`src/rtl/bin_to_bcd_seq_if.sv`:
```
// Valid/ready bundle for bin_to_bcd_seq: binary operand in, packed BCD digits out.
// The converter takes the slave view; the producer/consumer side takes the master view.
interface bin_to_bcd_seq_if #(
  parameter int WIDTH  = 8,
  parameter int DIGITS = 3
);
  logic [WIDTH-1:0]    in_data;
  logic                in_valid;
  logic                in_ready;
  logic [4*DIGITS-1:0] out_data;
  logic                out_valid;
  logic                out_ready;

  modport master (
    output in_data, in_valid, out_ready,
    input  in_ready, out_data, out_valid
  );

  modport slave (
    input  in_data, in_valid, out_ready,
    output in_ready, out_data, out_valid
  );
endinterface

```
`src/rtl/bin_to_bcd_seq.sv`:
```
// Sequential binary-to-BCD converter (shift-and-add-3), one input bit per clock.
// Each output nibble feeds one downstream Excess-3 converter; digit 0 is the units digit.
module bin_to_bcd_seq #(
  parameter int WIDTH  = 8,
  parameter int DIGITS = 3
) (
  input logic             clk,
  input logic             rst_n,
  bin_to_bcd_seq_if.slave bus
);

  localparam int CNT_W = $clog2(WIDTH + 1);
  localparam int BCD_W = 4 * DIGITS;
  localparam logic [63:0] MAX_BIN = (64'd1 << WIDTH) - 64'd1;

  function automatic logic [63:0] pow10(input int n);
    logic [63:0] r;
    r = 64'd1;
    for (int i = 0; i < n; i++) begin
      r = r * 64'd10;
    end
    return r;
  endfunction

  if (pow10(DIGITS) <= MAX_BIN) begin : g_digits_too_small
    $error("bin_to_bcd_seq: DIGITS=%0d cannot represent 2**%0d-1", DIGITS, WIDTH);
  end

  // Add 3 to every digit that is 5 or more, so the following doubling carries correctly.
  function automatic logic [BCD_W-1:0] dabble_adjust(input logic [BCD_W-1:0] bcd);
    logic [BCD_W-1:0] r;
    r = '0;
    for (int i = 0; i < DIGITS; i++) begin
      if (bcd[4*i +: 4] >= 4'd5) begin
        r[4*i +: 4] = bcd[4*i +: 4] + 4'd3;
      end else begin
        r[4*i +: 4] = bcd[4*i +: 4];
      end
    end
    return r;
  endfunction

  typedef enum logic [1:0] {
    S_IDLE  = 2'd0,
    S_SHIFT = 2'd1,
    S_DONE  = 2'd2
  } state_t;

  state_t             state_q;
  logic [WIDTH-1:0]   bin_q;
  logic [BCD_W-1:0]   bcd_q;
  logic [CNT_W-1:0]   count_q;
  logic [BCD_W-1:0]   out_q;
  logic               out_valid_q;
  logic               in_ready_q;

  logic [BCD_W+WIDTH-1:0] shift_d;
  logic [BCD_W-1:0]       bcd_d;
  logic [WIDTH-1:0]       bin_d;

  // One dabble step: adjust the digits, then shift {bcd,bin} left by one bit.
  always_comb begin
    shift_d = {dabble_adjust(bcd_q), bin_q} << 1'b1;
    bcd_d   = shift_d[BCD_W+WIDTH-1 -: BCD_W];
    bin_d   = shift_d[WIDTH-1:0];
  end

  // Control FSM with all datapath registers and registered handshake outputs.
  always_ff @(posedge clk or negedge rst_n) begin
    if (!rst_n) begin
      state_q     <= S_IDLE;
      bin_q       <= '0;
      bcd_q       <= '0;
      count_q     <= '0;
      out_q       <= '0;
      out_valid_q <= 1'b0;
      in_ready_q  <= 1'b1;
    end else begin
      case (state_q)
        S_IDLE: begin
          if (bus.in_valid) begin
            bin_q      <= bus.in_data;
            bcd_q      <= '0;
            count_q    <= CNT_W'(WIDTH);
            in_ready_q <= 1'b0;
            state_q    <= S_SHIFT;
          end
        end
        S_SHIFT: begin
          bcd_q   <= bcd_d;
          bin_q   <= bin_d;
          count_q <= count_q - CNT_W'(1);
          // The last shift lands straight in the output register.
          if (count_q == CNT_W'(1)) begin
            out_q       <= bcd_d;
            out_valid_q <= 1'b1;
            state_q     <= S_DONE;
          end
        end
        S_DONE: begin
          // out_q is deliberately left holding the last result.
          if (bus.out_ready) begin
            out_valid_q <= 1'b0;
            in_ready_q  <= 1'b1;
            state_q     <= S_IDLE;
          end
        end
        default: begin
          state_q     <= S_IDLE;
          count_q     <= '0;
          out_valid_q <= 1'b0;
          in_ready_q  <= 1'b1;
        end
      endcase
    end
  end

  assign bus.in_ready  = in_ready_q;
  assign bus.out_data  = out_q;
  assign bus.out_valid = out_valid_q;

endmodule

```
`src/flat_wrapper.sv`:
```
// flat-port wrapper written by rule: the top's interface ports become plain ports
module bin_to_bcd_seq_flat 
#(
  parameter int WIDTH  = 8,
  parameter int DIGITS = 3
)
  (clk, rst_n, bus_in_data, bus_in_valid, bus_out_ready, bus_in_ready, bus_out_data, bus_out_valid);
  bin_to_bcd_seq_if #(.WIDTH(WIDTH), .DIGITS(DIGITS)) bus_i ();
  input logic clk;
  input logic rst_n;
  input wire logic [$bits(bus_i.in_data)-1:0] bus_in_data;
  input wire logic [$bits(bus_i.in_valid)-1:0] bus_in_valid;
  input wire logic [$bits(bus_i.out_ready)-1:0] bus_out_ready;
  output wire logic [$bits(bus_i.in_ready)-1:0] bus_in_ready;
  output wire logic [$bits(bus_i.out_data)-1:0] bus_out_data;
  output wire logic [$bits(bus_i.out_valid)-1:0] bus_out_valid;
  assign bus_i.in_data = bus_in_data;
  assign bus_i.in_valid = bus_in_valid;
  assign bus_i.out_ready = bus_out_ready;
  assign bus_in_ready = bus_i.in_ready;
  assign bus_out_data = bus_i.out_data;
  assign bus_out_valid = bus_i.out_valid;
  bin_to_bcd_seq #(.WIDTH(WIDTH), .DIGITS(DIGITS)) u_core (.clk(clk), .rst_n(rst_n), .bus(bus_i));
endmodule
```
`config.mk`:
```
export PLATFORM = sky130hd
export DESIGN_NAME = bin_to_bcd_seq_flat
export DESIGN_NICKNAME = d
export VERILOG_FILES = /design/src/rtl/bin_to_bcd_seq_if.sv /design/src/rtl/bin_to_bcd_seq.sv /design/src/flat_wrapper.sv
export SDC_FILE = /design/constraint.sdc
export NUM_CORES = 1
export LEC_CHECK = 0
export BUFFER_PORTS_ARGS = -buffer_cell sky130_fd_sc_hd__buf_2
export CAP_MARGIN = 25
export CORE_MARGIN = 2
export CORE_UTILIZATION = 57
export CTS_CLUSTER_SIZE = 28
export DETAILED_ROUTE_END_ITERATION = 7
export PLACE_DENSITY = 0.79
export SETUP_SLACK_MARGIN = 0.1
export SLEW_MARGIN = 25
export SYNTH_ARGS = -nofsm -noshare
export SYNTH_HDL_FRONTEND = slang
export SYNTH_SLANG_ARGS = --single-unit
```
`constraint.sdc`:
```
create_clock -name clk -period 1.9 [get_ports clk]
set_input_delay 0.285 -clock clk [delete_from_list [all_inputs] [get_ports clk]]
set_output_delay 0.285 -clock clk [all_outputs]
set_load 0.02 [all_outputs]
```
# Yosys cells after proc, flatten, opt, wreduce, memory -nomap -nowiden
# Index checks and enable logic that the tools add are counted.
totals:
  out_inout_bits: 14
  ff_bits: 40
  in_bits: 12
op_classes:
  muxes: 19
  addsub: 4
  eq_ne: 6
  bitwise: 3
  reduce_logical: 8
  n_lt_le_gt_ge: 3
op_table:
  columns: ["operator", "count"]
  rows:
  - ["one-hot mux 12 bit (2 select lines)", 1]
  - ["one-hot mux 8 bit (2 select lines)", 1]
  - ["greater-or-equal comparator 4 x 3 -> 1 bit, second input constant", 3]
  - ["two-way mux 12 bit", 1]
  - ["two-way mux 4 bit", 3]
  - ["one-hot mux 4 bit (3 select lines)", 1]
  - ["AND reduction 3 bit", 3]
  - ["adder 4 x 2 -> 4 bit, second input constant", 2]
  - ["two-way mux 8 bit", 1]
  - ["two-way mux 2 bit", 3]
  - ["one-hot mux 1 bit (3 select lines)", 2]
  - ["one-hot mux 2 bit (3 select lines)", 1]
  - ["AND reduction 2 bit", 3]
  - ["equality test 4 x 1 -> 1 bit, second input constant", 1]
  - ["two-way mux 1 bit", 4]
  - ["!= test 2 bit, second input constant", 2]
  - ["subtractor 4 x 1 -> 4 bit, second input constant", 1]
  - ["adder 3 x 2 -> 3 bit, second input constant", 1]
  - ["two-way mux 3 bit", 1]
  - ["inverter 1 bit", 3]
  - ["equality test 2 x 1 -> 1 bit, second input constant", 1]
  - ["equality test 2 bit, second input constant", 1]
  - ["logical NOT 2 bit", 1]
  - ["!= test 2 x 1 -> 1 bit, second input constant", 1]
  - ["nonzero test 2 bit", 1]

# Logic depth before layout (Yosys ltp)
depth:
  ltp_word: 3
  depth_mapped: 7
  depth_no_buf: 6

# Worst setup path after synthesis
# Ideal clock, no wire load.
synth_path:
  kind: "register -> register"
  start: "register u_core.bcd_q[4]"
  end: "register u_core.out_q[6] (netlist: u_core.bus.out_data[6])"
  setup_time_ns: 0.125
  stages_incl_launch_ff: 7
  synth_period_minus_slack_ns: 1.434
  arrival_ns: 1.309
  setup_slack_ns: 0.466
  cell_sequence: "dfrtp_1 inv_1 ha_1 nand2b_1 a21oi_2 mux2i_1 mux2_4"
synth_between:
  elab_chain_len: 2
  word_cells_on_any_way: 3
synth_rtl:
  columns: ["element", "line_no", "text"]
  rows:
  - ["start: declaration", "bin_to_bcd_seq.sv:51", "logic [BCD_W-1:0] bcd_q;"]
  - ["start signal: assignment", "bin_to_bcd_seq.sv:73", "bcd_q <= '0;"]
  - ["start signal: assignment", "bin_to_bcd_seq.sv:83", "bcd_q <= '0;"]
  - ["start signal: assignment", "bin_to_bcd_seq.sv:90", "bcd_q <= bcd_d;"]
  - ["adder 4 x 2 -> 4 bit / greater-or-equal comparator 4 x 3 -> 1 bit (equally long branches)", "bin_to_bcd_seq.sv:35, bin_to_bcd_seq.sv:34", null]
  - ["two-way mux 4 bit (*)", "bin_to_bcd_seq.sv:34", "if (bcd[4*i +: 4] >= 4'd5) begin"]
  - ["end signal: assignment", "bin_to_bcd_seq.sv:75", "out_q <= '0;"]
  - ["end signal: assignment", "bin_to_bcd_seq.sv:95", "out_q <= bcd_d;"]
  - ["end: declaration", "bin_to_bcd_seq.sv:53", "logic [BCD_W-1:0] out_q;"]
# Mark *: on every way between the ends. The rest lies on a longest branch, timed or not.
# A chain may end at the register's enable or synchronous reset.

# Final worst setup path
layout_path:
  start: "register u_core.bcd_q[1]"
  end: "register u_core.out_q[2] (netlist: u_core.bus.out_data[2])"
# The elaborated chain is that of the path after synthesis.

==> results.sh <==
export IMPL_pre_cts_ws_ps=242
export IMPL_cp_max_fo=5
export IMPL_cts_made_buffers=5
export IMPL_drc=0
export IMPL_min_period_over_period_pct=86.3
export IMPL_utilization_pct=66.7
export IMPL_vdd_ir_drop_max_mv=0.776
export IMPL_synth_top_cell_by_area="dfrtp_1"
export IMPL_vias=1518
export IMPL_grt_setup_unrepaired="false"
export IMPL_die_h_um=63.5
export IMPL_grt_max_degree=41
export IMPL_crit_required_ps=2210
export IMPL_clk_pin_slew_worst_paths_ps=120
export IMPL_cpPeakStageDelay_ps=410
export IMPL_crit_path_top_delay_cell="dfrtp_1"
export IMPL_p_int_mw=2.28
export IMPL_core_area_um2=3360
export IMPL_max_slew_margin_rel_pct=39.8
export IMPL_viasPerCell=5.62
export IMPL_clkPwrFrac_pct=14.2
export IMPL_ios=26
export IMPL_cp_start_kind="flip-flop"
export IMPL_netlist_area_um2=2020
export IMPL_finalSetupTns_ps=0
export IMPL_hp_start="bus_out_ready"
export IMPL_power_density_nw_per_um2=1740
export IMPL_dr_pass1_iters=5
export IMPL_r2r_slack_ps=260
export IMPL_timing_final_ws_setup_ps=260
export IMPL_yosysWarnings=0
export IMPL_r2r_end="u_core.bus.out_data[2]"
export IMPL_path_buf_inv=1
export IMPL_ant_nets=0
export IMPL_status="completed"
export IMPL_cts_sinks=40
export IMPL_switching_share_pct=41.6
export IMPL_synth_top_cells_by_area="dfrtp_1, o21ai_0, ha_1"
export IMPL_post_cts_resized=0
export IMPL_skew_ps=16.1
export IMPL_p_leak_nw=1.07
export IMPL_post_drt_wl_per_cell_um=14.7
export IMPL_clkLatencyLatePin_ps=360
export IMPL_max_freq_mhz=610
export IMPL_synth_cell_types=30
export IMPL_die_w_um=63.5
export IMPL_rows=21
export IMPL_num_antenna_cells=0
export IMPL_area_growth_pct=11.2
export IMPL_period_needed_ps=1640
export IMPL_io_buffers=25
export IMPL_maxCapViolCount=0
export IMPL_grt_antenna_before_repair=0
export IMPL_rr_startpoint="u_core.bcd_q[1]"
export IMPL_crit_cells=6
export IMPL_grt_pass1_wl_mm=6.84
export IMPL_setup_viol=0
export IMPL_start_util_pct=60.0
export IMPL_place_hpwl_mm=2.73
export IMPL_min_path_type="in2reg"
export IMPL_grt_use_total_pct=22.1
export IMPL_synth_cells=198
export IMPL_drt_iter0_drc=109
export IMPL_layout_nets=243
export IMPL_gr_total_overflow=0
export IMPL_synth_top_area_share_pct=48.3
export IMPL_cts_tree="done"
export IMPL_slew_viol_final=0
export IMPL_endpoint="u_core.bus.out_data[2]"
export IMPL_critPathLaunch="u_core.bcd_q[1]"
export IMPL_yosysSeqAreaShare_pct=49.6
export IMPL_hold_viol=0
export IMPL_path_cells="inv_1 -> ha_1 -> nand2b_1 -> a21oi_2 -> mux2i_1 -> mux2_4"
export IMPL_crit_path_end_kind="flip-flop"
export IMPL_routed_wl_mm=3.97
export IMPL_r2r_cells=6
export IMPL_holdPathStages=4
export IMPL_p_sw_mw=1.62
export IMPL_postSynthAreaPerCell_um2=10.2
export IMPL_die_area_um2=4030
export IMPL_syn_nets=218
export IMPL_cts_htree_levels=2
export IMPL_tightest_slew_ps=901
export IMPL_p_seq_share_pct=39.9
export IMPL_cpLargestDelayFamily="multiplexers"
export IMPL_cts_root_buf="clkbuf_4"
export IMPL_path_class="reg2reg"
export IMPL_pwr_share_comb_pct=45.9
export IMPL_first_global_vias=1495
export IMPL_finalWeightedCongestion=0.855
export IMPL_cts_path_max_buffers=2
export IMPL_ys_ff_latch=40
export IMPL_worstPathArrival_ps=1950
export IMPL_layout_drive_gt1_share_pct=21.4
worst min-delay path by stage:
stage	end	slack [ps]
2_1_floorplan	u_core.bcd_q[0]	-10
3_3_place_gp	u_core.bcd_q[6]	360
3_5_place_dp	u_core.bcd_q[6]	360
4_1_cts	u_core.bus.out_valid	200
5_1_grt	u_core.bus.out_valid	190
6_report	u_core.bus.out_valid	210
what timing repair did:
item | CTS | global route
hold endpoints to repair | 39 | 0
setup buffers | 0 | 0
hold buffers | 1 | 0
synthesized netlist by cell type, drive strengths merged:
library cell  number
o21bai             1
o22ai              2
mux2i              3
o22a               1
nand2b             6
o21ai             28
nor3               4
nand2             20
dfrtp             39
xnor2              4
a22oi              7
nand3              3
clkbuf             4
a22o               5
a31oi              1
buf                8
nor3b              6
ha                 8
inv                9
dfstp              1
o32ai              1
a21oi             18
nor2               3
mux2               5
nor2b             11
power by group through the flow:
stage | clock network [mW] | logic [mW] | registers (mW)
2_1_floorplan | 0 | 1.30 | 1.62
5_1_grt | 0.610 | 2.00 | 1.61
6_report | 0.553 | 1.79 | 1.56
4_1_cts | 0.565 | 1.80 | 1.55
3_3_place_gp | 0 | 1.69 | 1.54
3_5_place_dp | 0 | 1.79 | 1.56
placed cells by master, fill, tap and decap left out, drive strengths merged:
cell type,n
dfrtp,39
buf,29
o21ai,28
nand2,20
a21oi,18
nor2b,11
inv,9
ha,8
a22oi,7
nand2b,6
nor3b,6
clkbuf,6
mux2,5
a22o,5
nor3,4
xnor2,4
nand3,3
mux2i,3
nor2,3
o22ai,2
a31oi,1
o21bai,1
o32ai,1
o22a,1
clkinv,1
bufinv,1
dlygate4sd3,1
dfstp,1
worst register-to-register path, stage by stage (launching register included):
cell,delay (ps)
dfrtp_1,410
inv_1,110
ha_1,260
nand2b_1,120
a21oi_2,200
mux2i_1,310
mux2_4,190
cell type report:
class / count / area [um2]
Tap cell: 46 / 57.6
Clock buffer: 6 / 41.3
Multi-Input combinational cell: 137 / 910
Fill cell: 296 / 1120
Timing Repair Buffer: 30 / 165
Inverter: 9 / 33.8
Clock inverter: 2 / 35.0
Sequential cell: 40 / 1000
flip-flops by register name (all words and copies together) (netlist names):
signal                cells
u_core.bus.out_data      12
u_core.bcd_q             12
u_core.count_q            4
u_core.bus.out_valid      1
u_core.state_q            2
u_core.bin_q              8
u_core.bus.in_ready       1
per-stage QoR:
stage	instance area, um2	total power [mW]	hold slack, ps	instances
2_1_floorplan	2020	2.92	-10.6	198
3_5_place_dp	2160	3.36	365	261
6_report	2240	3.90	211	270
3_3_place_gp	2160	3.23	361	261
5_1_grt	2240	4.21	195	270
4_1_cts	2240	3.92	199	270
metal layers:
metal / global-route usage (%) / up-vias / share of wire (%)
met5: 0 / - / 0
met4: 10.3 / 0 / 1.3
met3: 5.36 / 5 / 4.4
met2: 36.1 / 38 / 49
met1: 27.6 / 734 / 45
li1: - / 741 / -
logic make-up after synthesis:
kind of cell	Yosys count	share of synthesized area [%]
fa+ha+maj	8	4.96
mux	8	5.20
xor+xnor	4	1.73
simple gates	53	14.3
flops	40	49.6
compound gates	64	18.9
buf+inv	21	5.33
Power figures use the tool's default switching activity.
